## src/rtl/wb_data_bridge_pkg.sv

```systemverilog
// Shared definitions for the pipelined Wishbone data bridge.
// Provides the bridge state encoding and the width helpers used by
// the top level and by the response ordering FIFO.
package wb_data_bridge_pkg;

  // Bridge state: IDLE (nothing in flight), BUSY (responses pending),
  // ABORT (timeout recovery, cycle dropped)
  typedef enum logic [1:0] {
    WBB_IDLE  = 2'd0,
    WBB_BUSY  = 2'd1,
    WBB_ABORT = 2'd2
  } wbb_state_e;

  // Byte-select width for a given data width
  function automatic int sel_width(input int data_width);
    return data_width / 8;
  endfunction

  // Bits needed to hold values 0..n (at least one bit)
  function automatic int cnt_width(input int n);
    return (n > 0) ? $clog2(n + 1) : 1;
  endfunction

endpackage

```

## src/rtl/wb_bridge_fifo.sv

```systemverilog
// One-bit synchronous FIFO holding the is_read flag of every issued
// Wishbone request so that completions can be matched in issue order.
// Ports: clk_i, reset_i (sync, active-low), push/din (write side),
// pop/dout (read side, dout is the oldest entry), count/full/empty.
module wb_bridge_fifo
  import wb_data_bridge_pkg::*;
#(
  parameter  int DEPTH = 2,
  localparam int CW    = cnt_width(DEPTH)
) (
  input  logic          clk_i,
  input  logic          reset_i,
  input  logic          push,
  input  logic          din,
  input  logic          pop,
  output logic          dout,
  output logic [CW-1:0] count,
  output logic          full,
  output logic          empty
);

  localparam int PW = (DEPTH > 1) ? $clog2(DEPTH) : 1;
  localparam logic [PW-1:0] PTR_LAST = PW'(DEPTH - 1);
  localparam logic [PW-1:0] PTR_ONE  = PW'(1);
  localparam logic [CW-1:0] CNT_ONE  = CW'(1);
  localparam logic [CW-1:0] CNT_FULL = CW'(DEPTH);

  logic [DEPTH-1:0] mem_r;
  logic [PW-1:0]    wr_ptr_r;
  logic [PW-1:0]    rd_ptr_r;
  logic [CW-1:0]    count_r;

  // Pointer advance with wrap at the last slot (depth need not be a power of two)
  function automatic logic [PW-1:0] ptr_inc(input logic [PW-1:0] p);
    return (p == PTR_LAST) ? {PW{1'b0}} : p + PTR_ONE;
  endfunction

  // Storage, pointers and occupancy
  always_ff @(posedge clk_i) begin
    if (!reset_i) begin
      wr_ptr_r <= {PW{1'b0}};
      rd_ptr_r <= {PW{1'b0}};
      count_r  <= {CW{1'b0}};
    end else begin
      if (push) begin
        mem_r[wr_ptr_r] <= din;
        wr_ptr_r        <= ptr_inc(wr_ptr_r);
      end
      if (pop) begin
        rd_ptr_r <= ptr_inc(rd_ptr_r);
      end
      case ({push, pop})
        2'b10:   count_r <= count_r + CNT_ONE;
        2'b01:   count_r <= count_r - CNT_ONE;
        default: count_r <= count_r;
      endcase
    end
  end

  assign dout  = mem_r[rd_ptr_r];
  assign count = count_r;
  assign full  = (count_r == CNT_FULL);
  assign empty = (count_r == {CW{1'b0}});

  wb_bridge_fifo_chk u_chk (
    .clk_i   (clk_i),
    .reset_i (reset_i),
    .push    (push),
    .pop     (pop),
    .full    (full),
    .empty   (empty)
  );

endmodule

```

## src/rtl/wb_bridge_fifo_chk.sv

```systemverilog
// Simulation checker for the response ordering FIFO.
// Ports: clk_i/reset_i (sync, active-low), push/pop strobes and the
// full/empty flags of the FIFO under observation.
module wb_bridge_fifo_chk (
  input logic clk_i,
  input logic reset_i,
  input logic push,
  input logic pop,
  input logic full,
  input logic empty
);

  // The bridge never issues while the FIFO is full
  a_no_push_full: assert property (@(posedge clk_i) disable iff (!reset_i) !(push && full));

  // The bridge never completes or drains a request that is not tracked
  a_no_pop_empty: assert property (@(posedge clk_i) disable iff (!reset_i) !(pop && empty));

endmodule

```

## src/rtl/wb_data_bridge.sv

```systemverilog
// Pipelined Wishbone B4 master bridge between the core data port and the
// system bus. Up to MAX_OUTSTANDING requests may be in flight; completions
// return to the core in issue order, one cycle after the bus response.
// A hung slave is detected by a per-response timeout and each lost
// request is reported to the core as one data_err_o pulse.
// Ports:
//   clk_i, reset_i (sync, active-low)
//   core side: data_req_i, data_wen_i (0 = write), data_addr_i, data_i,
//              data_wmask_i, data_stall_o, data_o, data_ack_o, data_err_o
//   bus side:  wb_cyc_o, wb_stb_o, wb_we_o, wb_adr_o, wb_dat_o, wb_sel_o,
//              wb_stall_i, wb_ack_i, wb_err_i, wb_dat_i
module wb_data_bridge
  import wb_data_bridge_pkg::*;
#(
  parameter  int ADDR_WIDTH      = 32,
  parameter  int DATA_WIDTH      = 32,
  parameter  int MAX_OUTSTANDING = 2,
  parameter  int TIMEOUT_CYCLES  = 255,
  localparam int SEL_W           = sel_width(DATA_WIDTH)
) (
  input  logic                  clk_i,
  input  logic                  reset_i,
  input  logic                  data_req_i,
  input  logic                  data_wen_i,
  input  logic [ADDR_WIDTH-1:0] data_addr_i,
  input  logic [DATA_WIDTH-1:0] data_i,
  input  logic [SEL_W-1:0]      data_wmask_i,
  output logic                  data_stall_o,
  output logic [DATA_WIDTH-1:0] data_o,
  output logic                  data_ack_o,
  output logic                  data_err_o,
  output logic                  wb_cyc_o,
  output logic                  wb_stb_o,
  output logic                  wb_we_o,
  output logic [ADDR_WIDTH-1:0] wb_adr_o,
  output logic [DATA_WIDTH-1:0] wb_dat_o,
  output logic [SEL_W-1:0]      wb_sel_o,
  input  logic                  wb_stall_i,
  input  logic                  wb_ack_i,
  input  logic                  wb_err_i,
  input  logic [DATA_WIDTH-1:0] wb_dat_i
);

  localparam int CW = cnt_width(MAX_OUTSTANDING);
  localparam int TW = cnt_width(TIMEOUT_CYCLES);
  localparam logic [CW-1:0] CNT_ONE = CW'(1);
  localparam logic [TW-1:0] TMR_ONE = TW'(1);
  localparam logic [TW-1:0] TMO_VAL = TW'(TIMEOUT_CYCLES);
  localparam logic          TMO_EN  = (TIMEOUT_CYCLES != 0);

  wbb_state_e            state_r, state_next;
  logic [CW-1:0]         count_r, count_next;
  logic [TW-1:0]         timer_r;
  logic [CW-1:0]         fifo_count;
  logic                  fifo_full, fifo_empty, head_is_read;
  logic                  timeout_s, abort_s, issue_s, complete_s, drain_s, pop_s;
  logic                  ack_r, err_r;
  logic [DATA_WIDTH-1:0] rdata_r;

  // Timeout depends only on registered state, so a response arriving on the
  // expiry cycle is treated as lost rather than racing the abort.
  assign timeout_s = TMO_EN & (state_r == WBB_BUSY) & (timer_r == TMO_VAL);
  assign abort_s   = (state_r == WBB_ABORT) | timeout_s;

  // The FIFO tracks exactly the outstanding requests outside abort recovery,
  // so its full flag doubles as the issue limit.
  assign wb_stb_o     = data_req_i & ~abort_s & ~fifo_full;
  assign data_stall_o = data_req_i & (wb_stall_i | fifo_full | abort_s);
  assign wb_cyc_o     = wb_stb_o | (count_r != {CW{1'b0}});
  assign wb_we_o      = ~data_wen_i;
  assign wb_adr_o     = data_addr_i;
  assign wb_dat_o     = data_i;
  assign wb_sel_o     = data_wmask_i;

  assign issue_s    = wb_stb_o & ~wb_stall_i;
  assign complete_s = (wb_ack_i | wb_err_i) & wb_cyc_o & (count_r != {CW{1'b0}}) & ~abort_s;
  // During recovery each lost request is popped once, yielding one error pulse per cycle
  assign drain_s    = abort_s & ~fifo_empty;
  assign pop_s      = complete_s | drain_s;

  // Outstanding count update
  always_comb begin
    count_next = count_r;
    if (timeout_s) begin
      count_next = {CW{1'b0}};
    end else if (issue_s & ~complete_s) begin
      count_next = count_r + CNT_ONE;
    end else if (~issue_s & complete_s) begin
      count_next = count_r - CNT_ONE;
    end else begin
      count_next = count_r;
    end
  end

  // Next-state logic; ABORT lingers only while more than one lost request remains to drain
  always_comb begin
    state_next = state_r;
    case (state_r)
      WBB_IDLE: begin
        if (issue_s) state_next = WBB_BUSY;
        else         state_next = WBB_IDLE;
      end
      WBB_BUSY: begin
        if (timeout_s)                       state_next = WBB_ABORT;
        else if (count_next == {CW{1'b0}})   state_next = WBB_IDLE;
        else                                 state_next = WBB_BUSY;
      end
      WBB_ABORT: begin
        if (fifo_count > CNT_ONE) state_next = WBB_ABORT;
        else                      state_next = WBB_IDLE;
      end
      default: state_next = WBB_IDLE;
    endcase
  end

  // State, outstanding count and response timer
  always_ff @(posedge clk_i) begin
    if (!reset_i) begin
      state_r <= WBB_IDLE;
      count_r <= {CW{1'b0}};
      timer_r <= {TW{1'b0}};
    end else begin
      state_r <= state_next;
      count_r <= count_next;
      if ((state_r == WBB_BUSY) && !complete_s && !timeout_s) begin
        timer_r <= timer_r + TMR_ONE;
      end else begin
        timer_r <= {TW{1'b0}};
      end
    end
  end

  // Registered completion pulses and read data capture
  always_ff @(posedge clk_i) begin
    if (!reset_i) begin
      ack_r   <= 1'b0;
      err_r   <= 1'b0;
      rdata_r <= {DATA_WIDTH{1'b0}};
    end else begin
      ack_r <= complete_s & ~wb_err_i;
      err_r <= (complete_s & wb_err_i) | drain_s;
      if (complete_s && !wb_err_i && head_is_read) begin
        rdata_r <= wb_dat_i;
      end
    end
  end

  assign data_ack_o = ack_r;
  assign data_err_o = err_r;
  assign data_o     = rdata_r;

  wb_bridge_fifo #(
    .DEPTH (MAX_OUTSTANDING)
  ) u_fifo (
    .clk_i   (clk_i),
    .reset_i (reset_i),
    .push    (issue_s),
    .din     (data_wen_i),
    .pop     (pop_s),
    .dout    (head_is_read),
    .count   (fifo_count),
    .full    (fifo_full),
    .empty   (fifo_empty)
  );

endmodule

```

## config.mk

```make
export PLATFORM = sky130hd
export DESIGN_NAME = wb_data_bridge
export DESIGN_NICKNAME = d
export VERILOG_FILES = /design/src/rtl/wb_data_bridge_pkg.sv /design/src/rtl/wb_bridge_fifo.sv /design/src/rtl/wb_bridge_fifo_chk.sv /design/src/rtl/wb_data_bridge.sv
export SDC_FILE = /design/constraint.sdc
export NUM_CORES = 1
export LEC_CHECK = 0
export BUFFER_PORTS_ARGS = -buffer_cell sky130_fd_sc_hd__buf_4
export CORE_MARGIN = 8
export CORE_UTILIZATION = 40
export CTS_CLUSTER_SIZE = 40
export DETAILED_ROUTE_END_ITERATION = 10
export PLACE_DENSITY = 0.81
export SLEW_MARGIN = 40
export SYNTH_ARGS = -nofsm -noshare
export SYNTH_HDL_FRONTEND = slang
export SYNTH_HIERARCHICAL = 1
export SYNTH_SLANG_ARGS = --single-unit
```

## constraint.sdc

```tcl
create_clock -name clk_i -period 2.65 [get_ports clk_i]
set_input_delay 0.3975 -clock clk_i [delete_from_list [all_inputs] [get_ports clk_i]]
set_output_delay 0.3975 -clock clk_i [all_outputs]
set_load 0.03 [all_outputs]
```

* Word level (Yosys, flattened, before mapping)
Index checks and enable logic that the tools add are counted.
Word-level totals: memories kept 0, bits in registers 52, bits in latches 0, word-level logic and storage cells 86, output and inout bits 106, bits in read-only memories 0, RAM bits 0, input bits 107
Cells by class: shifts and indexed selects 0, reduce and logical (&&, ||, !) cells 15, bitwise logic cells 28, equality and inequality tests 6, mux-type cells 16, multiply operators 0, divide/modulo/power cells 0, magnitude comparators 4, add/sub/neg operators 7
Operators by type and width (count):
- 1-bit AND | 13
- 2-bit two-way mux | 5
- 8-bit by 1-bit adder with 8-bit output (second input constant) | 1
- 8-bit == test (second input constant) | 1
- 1-bit NOT | 8
- 1-bit two-way mux | 7
- 1-bit OR | 7
- 2-bit == test (second input constant) | 3
- 2-bit logical NOT | 3
- 2-bit case mux with 3 select lines | 1
- 1-bit logical AND | 5
- 2-bit by 1-bit adder with 2-bit output (second input constant) | 2
- 2-bit by 1-bit == test with 1-bit output (second input constant) | 2
- 1-bit by 2-bit < comparator with 1-bit output (second input constant) | 2
- 2-bit case mux with 2 select lines | 1
- 2-bit AND reduction | 2
- 2-bit nonzero test | 2
- 2-bit by 1-bit subtractor with 2-bit output (second input constant) | 2
- 1-bit logical NOT | 3
- 1-bit adder (second input constant) | 2
- 2-bit bitwise mux | 1
- 2-bit by 1-bit greater-than comparator with 1-bit output (second input constant) | 1
- 1-bit demux with 1-bit select | 1
- 1-bit greater-or-equal comparator (second input constant) | 1

* Longest topological paths before layout
depth after elaboration 18, depth in mapped cells 10, gate-level depth less buffers 10

* Modules after synthesis
The synthesis kept the hierarchy.
By module, submodules not included:
- wb_data_bridge | cells an instance 302, instances 1, area each 2486.1 µm², sequential area each 920.9 µm²
- wb_bridge_fifo | cells an instance 24, instances 1, area each 266.5 µm², sequential area each 140.1 µm²

* Worst setup path before layout
OpenSTA, ideal clock, no wires.
path kind register -> register, start point register u_fifo.count_r[0], in the netlist u_fifo/count[0], end point register u_fifo.count_r[1], in the netlist u_fifo/count[1], arrival time 2.181 ns, required time 2.580 ns, path slack 0.399 ns, stages on the path, launching flop included 9, library setup time 0.070 ns, clock period less this slack 2.251 ns, path buffers 1, cells stage by stage dfxtp_1 and2b_2 or3b_1 buf_6 nor2_1 inv_1 ha_1 or3_1 a21boi_1
Between the ends: elaborated cells between the ends (all ways) 18, those cells by class 2 x add/sub; 3 x eq/ne; 1 x mux; 10 x bitwise; 2 x reduce/logical
RTL lines:
- start, declared | line wb_bridge_fifo.sv:31 | logic [CW-1:0] count_r;
- start signal, assigned | line wb_bridge_fifo.sv:43 | count_r <= {CW{1'b0}};
- start signal, assigned | line wb_bridge_fifo.sv:53 | 2'b10: count_r <= count_r + CNT_ONE;
- start signal, assigned | line wb_bridge_fifo.sv:54 | 2'b01: count_r <= count_r - CNT_ONE;
- 2-bit == test * | line wb_bridge_fifo.sv:62 | assign full = (count_r == CNT_FULL);
- net fifo_full | line wb_data_bridge.sv:55 | logic fifo_full, fifo_empty, head_is_read;
- 1-bit NOT * | line wb_data_bridge.sv:67 | assign wb_stb_o = data_req_i & ~abort_s & ~fifo_full;
- 1-bit AND * | line wb_data_bridge.sv:67
- 1-bit AND * | line wb_data_bridge.sv:75 | assign issue_s = wb_stb_o & ~wb_stall_i;
- net issue_s | line wb_data_bridge.sv:56 | logic timeout_s, abort_s, issue_s, complete_s, drain_s, pop_s;
- 2-bit by 1-bit == test with 1-bit output / 2-bit == test (equally long branches) | line wb_bridge_fifo.sv:52 | case ({push, pop})
- 2-bit case mux with 2 select lines / 2-bit nonzero test (equally long branches)
Mark *: on every way through the listed nets, which the timed path passes. The rest lies on a longest branch. A chain may end at the register's enable or synchronous reset.

* Final worst setup path
start point register timer_r[0], end point register u_fifo.count_r[1], in the netlist u_fifo/count[1]
Between the ends: elaborated cells between the ends (all ways) 17, those cells by class 3 x eq/ne; 1 x mux; 12 x bitwise; 1 x reduce/logical
RTL lines:
- start, declared | line wb_data_bridge.sv:53 | logic [TW-1:0] timer_r;
- start signal, assigned | line wb_data_bridge.sv:121 | timer_r <= {TW{1'b0}};
- start signal, assigned | line wb_data_bridge.sv:126 | timer_r <= timer_r + TMR_ONE;
- start signal, assigned | line wb_data_bridge.sv:128 | timer_r <= {TW{1'b0}};
- 8-bit == test * | line wb_data_bridge.sv:62 | assign timeout_s = TMO_EN & (state_r == WBB_BUSY) & (timer_r == TMO_VAL);
- 1-bit AND * | line wb_data_bridge.sv:62
- 1-bit OR * | line wb_data_bridge.sv:63 | assign abort_s = (state_r == WBB_ABORT) | timeout_s;
- 1-bit NOT * | line wb_data_bridge.sv:67
- 1-bit AND * (2 in series) | line wb_data_bridge.sv:67
- 1-bit AND * | line wb_data_bridge.sv:75
- net issue_s | line wb_data_bridge.sv:56
- 2-bit by 1-bit == test with 1-bit output / 2-bit == test (equally long branches) | line wb_bridge_fifo.sv:52
- 2-bit case mux with 2 select lines / 2-bit nonzero test (equally long branches)
- end signal, assigned | line wb_bridge_fifo.sv:53
- end signal, assigned | line wb_bridge_fifo.sv:54
- end signal, assigned | line wb_bridge_fifo.sv:55 | default: count_r <= count_r;
Marks and branches as above.

==> results_dict.tcl <==
set metrics [dict create \
    mean_syn_cell_area_um2 8.44 \
    global_route_wire_length_before_repair_um 11300 \
    final.setup.tns_ns 0 \
    setup-violations-final 0 \
    worstReg2RegStart "timer_r[0]$_SDFF_PN0_" \
    final-max-slew-violation-count 0 \
    synth-seq-cells 52 \
    outcome "completed" \
    holdCritPathClass "input pin to register" \
    vdd.ir_drop.worst_uv 306 \
    detail_route.first_pass.iterations 4 \
    hold_buffers 0 \
    viasPerCell 5.40 \
    io_pins 213 \
    htreeDepth 2 \
    worstSetupStartpointType "register" \
    critical_path_arrival_ns 2.63 \
    grt.overflow.total 0 \
    first_iter_violations 94 \
    antenna_found_initial 0 \
    initial_utilization 0.410 \
    worst_setup_path_startpoint "timer_r[0]$_SDFF_PN0_" \
    critical_path.max_fanout 6 \
    drt_drc_violations_left 0 \
    timing.setup.critical_path_class "register to register" \
    die_width_um 99.0 \
    gpl.final_weighted_congestion 0.783 \
    cts_tree "done" \
    fin_worst_hold_slack_ns 0.278 \
    quantity_of_gates_resized_following_cts 0 \
    placed_cell_area_um2 2890 \
    detailed_place_hpwl_um 5220 \
    synth_enable_flop_cells 2 \
    num_antenna_cells 0 \
    final.setup_skew_ns 0.00754 \
    cts-root-to-sink-buffers 2 \
    seq_area_frac_synth 0.385 \
    via_count_of_the_first_global_routing_pass 2304 \
    cts-root-buf "sky130_fd_sc_hd__clkbuf_8" \
    port_buffers 76 \
    ant_nets 0 \
    dieArea_um2 9790 \
    fmaxAchievable_mhz 418 \
    synth.lib_cells_used.distinct 45 \
    syn_inst 326 \
    power_per_cell_area_nw_per_um2 701 \
    worst_hold_startpoint "data_wen_i" \
    dominantRegCellSynth "sky130_fd_sc_hd__dfxtp_1" \
    die_y_um 99.0 \
    timing_worst_slew_pin_value_ns 0.580 \
    timing.critical_path.required_ns 2.89 \
    final_layout_size_suffix_gt1_frac 0.301 \
    final_cells 412 \
    synth_warnings 6 \
    cts_sinks 52 \
    crit_path_end_kind "register" \
    syn-cell-area_um2 2750 \
    placedCellCount 404 \
    insertion_delay_ns 0.31 \
    wl_um 7050 \
    wl_per_cell_um 17.1 \
    hold_viol 0 \
    finish.instance_area_um2 2970 \
    grt_max_degree 35 \
    clk_transition_reported_paths_ns 0.10 \
    nets 441 \
    floorplan.core_area_um2 6720 \
    route.vias.total 2224 \
    synth_fp_nets 436 \
    postSynth.asyncResetShare 0 \
    rows 30 \
    final.min_clock_period_ns 2.39 \
    cap_viol_max_count 0 \
    layout-area-overhead-vs-synth_pct 7.95 \
    p_leak_nw 1.21 \
    grt.total_usage 0.141 \
    post-route-period-util 0.902 \
    cts_buffers 5 \
    cts_setup_buffers 0 \
    max-slew-margin-rel 0.613 \
    grt_setup_unrepaired "no" \
]
## critical path, cell delays in order (launching register included)
cell,delay [ns]
sky130_fd_sc_hd__dfxtp_1,0.35
sky130_fd_sc_hd__ha_1,0.25
sky130_fd_sc_hd__and4_4,0.17
sky130_fd_sc_hd__nand3_1,0.11
sky130_fd_sc_hd__nand2_1,0.17
sky130_fd_sc_hd__nor2_1,0.33
sky130_fd_sc_hd__inv_1,0.08
sky130_fd_sc_hd__ha_1,0.34
sky130_fd_sc_hd__or3_1,0.37
sky130_fd_sc_hd__a21boi_1,0.15
## logic make-up (layout without fill, tap and decap cells)
group / after synthesis / after routing / share of synthesized area
DFF: 52 / 52 / 0.385
adders and majority gates: 3 / 3 / 0.0136
buffers and inverters: 91 / 97 / 0.223
xor gates and xnor gates: 11 / 11 / 0.0418
AOI/OAI and AO/OA: 82 / 82 / 0.165
muxes: 2 / 2 / 0.00773
and+or+nand+nor: 85 / 85 / 0.163
## routing by layer
layer	vias up	track usage	share of wire
met5	-	0	0
met4	0	0.0779	0.043
met3	34	0.0691	0.12
met2	92	0.233	0.47
met1	1041	0.142	0.37
li1	1057	-	-
## path summary, 6_finish.rpt
path                                   to  slack (ns)  cells after the start
min reg2reg       data_o[15]$_SDFFE_PN0P_        0.48                      2
max          u_fifo/count[1]$_SDFFE_PN0P_        0.26                      9
min             u_fifo/mem_r[1]$_DFFE_PP_        0.28                      1
max reg2reg  u_fifo/count[1]$_SDFFE_PN0P_        0.26                      9
## Yosys cell counts (4+ instances only)
library cell	number	area (µm²)
sky130_fd_sc_hd__buf_4	68	510
sky130_fd_sc_hd__a21oi_1	35	175
sky130_fd_sc_hd__dfxtp_1	50	1000
sky130_fd_sc_hd__buf_2	4	20.0
sky130_fd_sc_hd__nand2_1	8	30.0
sky130_fd_sc_hd__nor3_1	4	20.0
sky130_fd_sc_hd__and3_1	6	37.5
sky130_fd_sc_hd__o21ai_0	36	180
sky130_fd_sc_hd__xor2_1	5	43.8
sky130_fd_sc_hd__inv_1	5	18.8
sky130_fd_sc_hd__clkbuf_1	9	33.8
sky130_fd_sc_hd__nand3_1	36	180
sky130_fd_sc_hd__nor2_1	13	48.8
sky130_fd_sc_hd__xnor2_1	5	43.8
## layout make-up
| class | count | area [µm²] |
|---|---|---|
| well taps | 80 | 100 |
| clock buffers | 5 | 68.8 |
| repair buffers | 83 | 623 |
| multi-input cells | 183 | 1080 |
| inverters | 6 | 22.5 |
| clock inverters | 3 | 17.5 |
| flip-flops and latches | 52 | 1060 |
| fillers | 678 | 3750 |
## cell usage in the layout, fill, tap and decap left out, types with 2 or more instances in the layout
master                     count
sky130_fd_sc_hd__and3_1        6
sky130_fd_sc_hd__nand3_1      36
sky130_fd_sc_hd__clkbuf_8      5
sky130_fd_sc_hd__xnor2_1       5
sky130_fd_sc_hd__nor2b_1       2
sky130_fd_sc_hd__nor4_1        2
sky130_fd_sc_hd__nand4_1       2
sky130_fd_sc_hd__inv_1         5
sky130_fd_sc_hd__clkinv_1      2
sky130_fd_sc_hd__xor2_1        5
sky130_fd_sc_hd__ha_1          3
sky130_fd_sc_hd__a21oi_1      35
sky130_fd_sc_hd__o21a_1        2
sky130_fd_sc_hd__edfxtp_1      2
sky130_fd_sc_hd__nand2_1       8
sky130_fd_sc_hd__o21ai_0      36
sky130_fd_sc_hd__nor3_1        4
sky130_fd_sc_hd__and2_1        3
sky130_fd_sc_hd__dfxtp_1      50
sky130_fd_sc_hd__buf_4        83
sky130_fd_sc_hd__nor2_1       13
## through the flow
stage,util,power (mW),setup WS [ns]
2_1_floorplan,-,1.62,0.399
3_3_place_gp,0.429,1.61,0.449
3_5_place_dp,0.429,1.65,0.298
4_1_cts,0.442,2.11,0.264
5_1_grt,0.442,2.21,0.0798
6_report,0.442,2.08,0.259
## power breakdown
group / internal, mW / switching (mW) / leakage, nW / total (mW)
registers: 0.866 / 0.0592 / 0.423 / 0.925
logic: 0.330 / 0.371 / 0.738 / 0.701
clock network: 0.185 / 0.271 / 0.0460 / 0.456
total: 1.38 / 0.701 / 1.21 / 2.08
## state kept, by name (all words and copies together), names as in the netlist
name	count
count_r	2
data_ack_o	1
data_err_o	1
data_o	32
state_r	2
timer_r	8
u_fifo/count	2
u_fifo/mem_r	2
u_fifo/rd_ptr_r	1
u_fifo/wr_ptr_r	1
(Power assumes the default switching activity.)
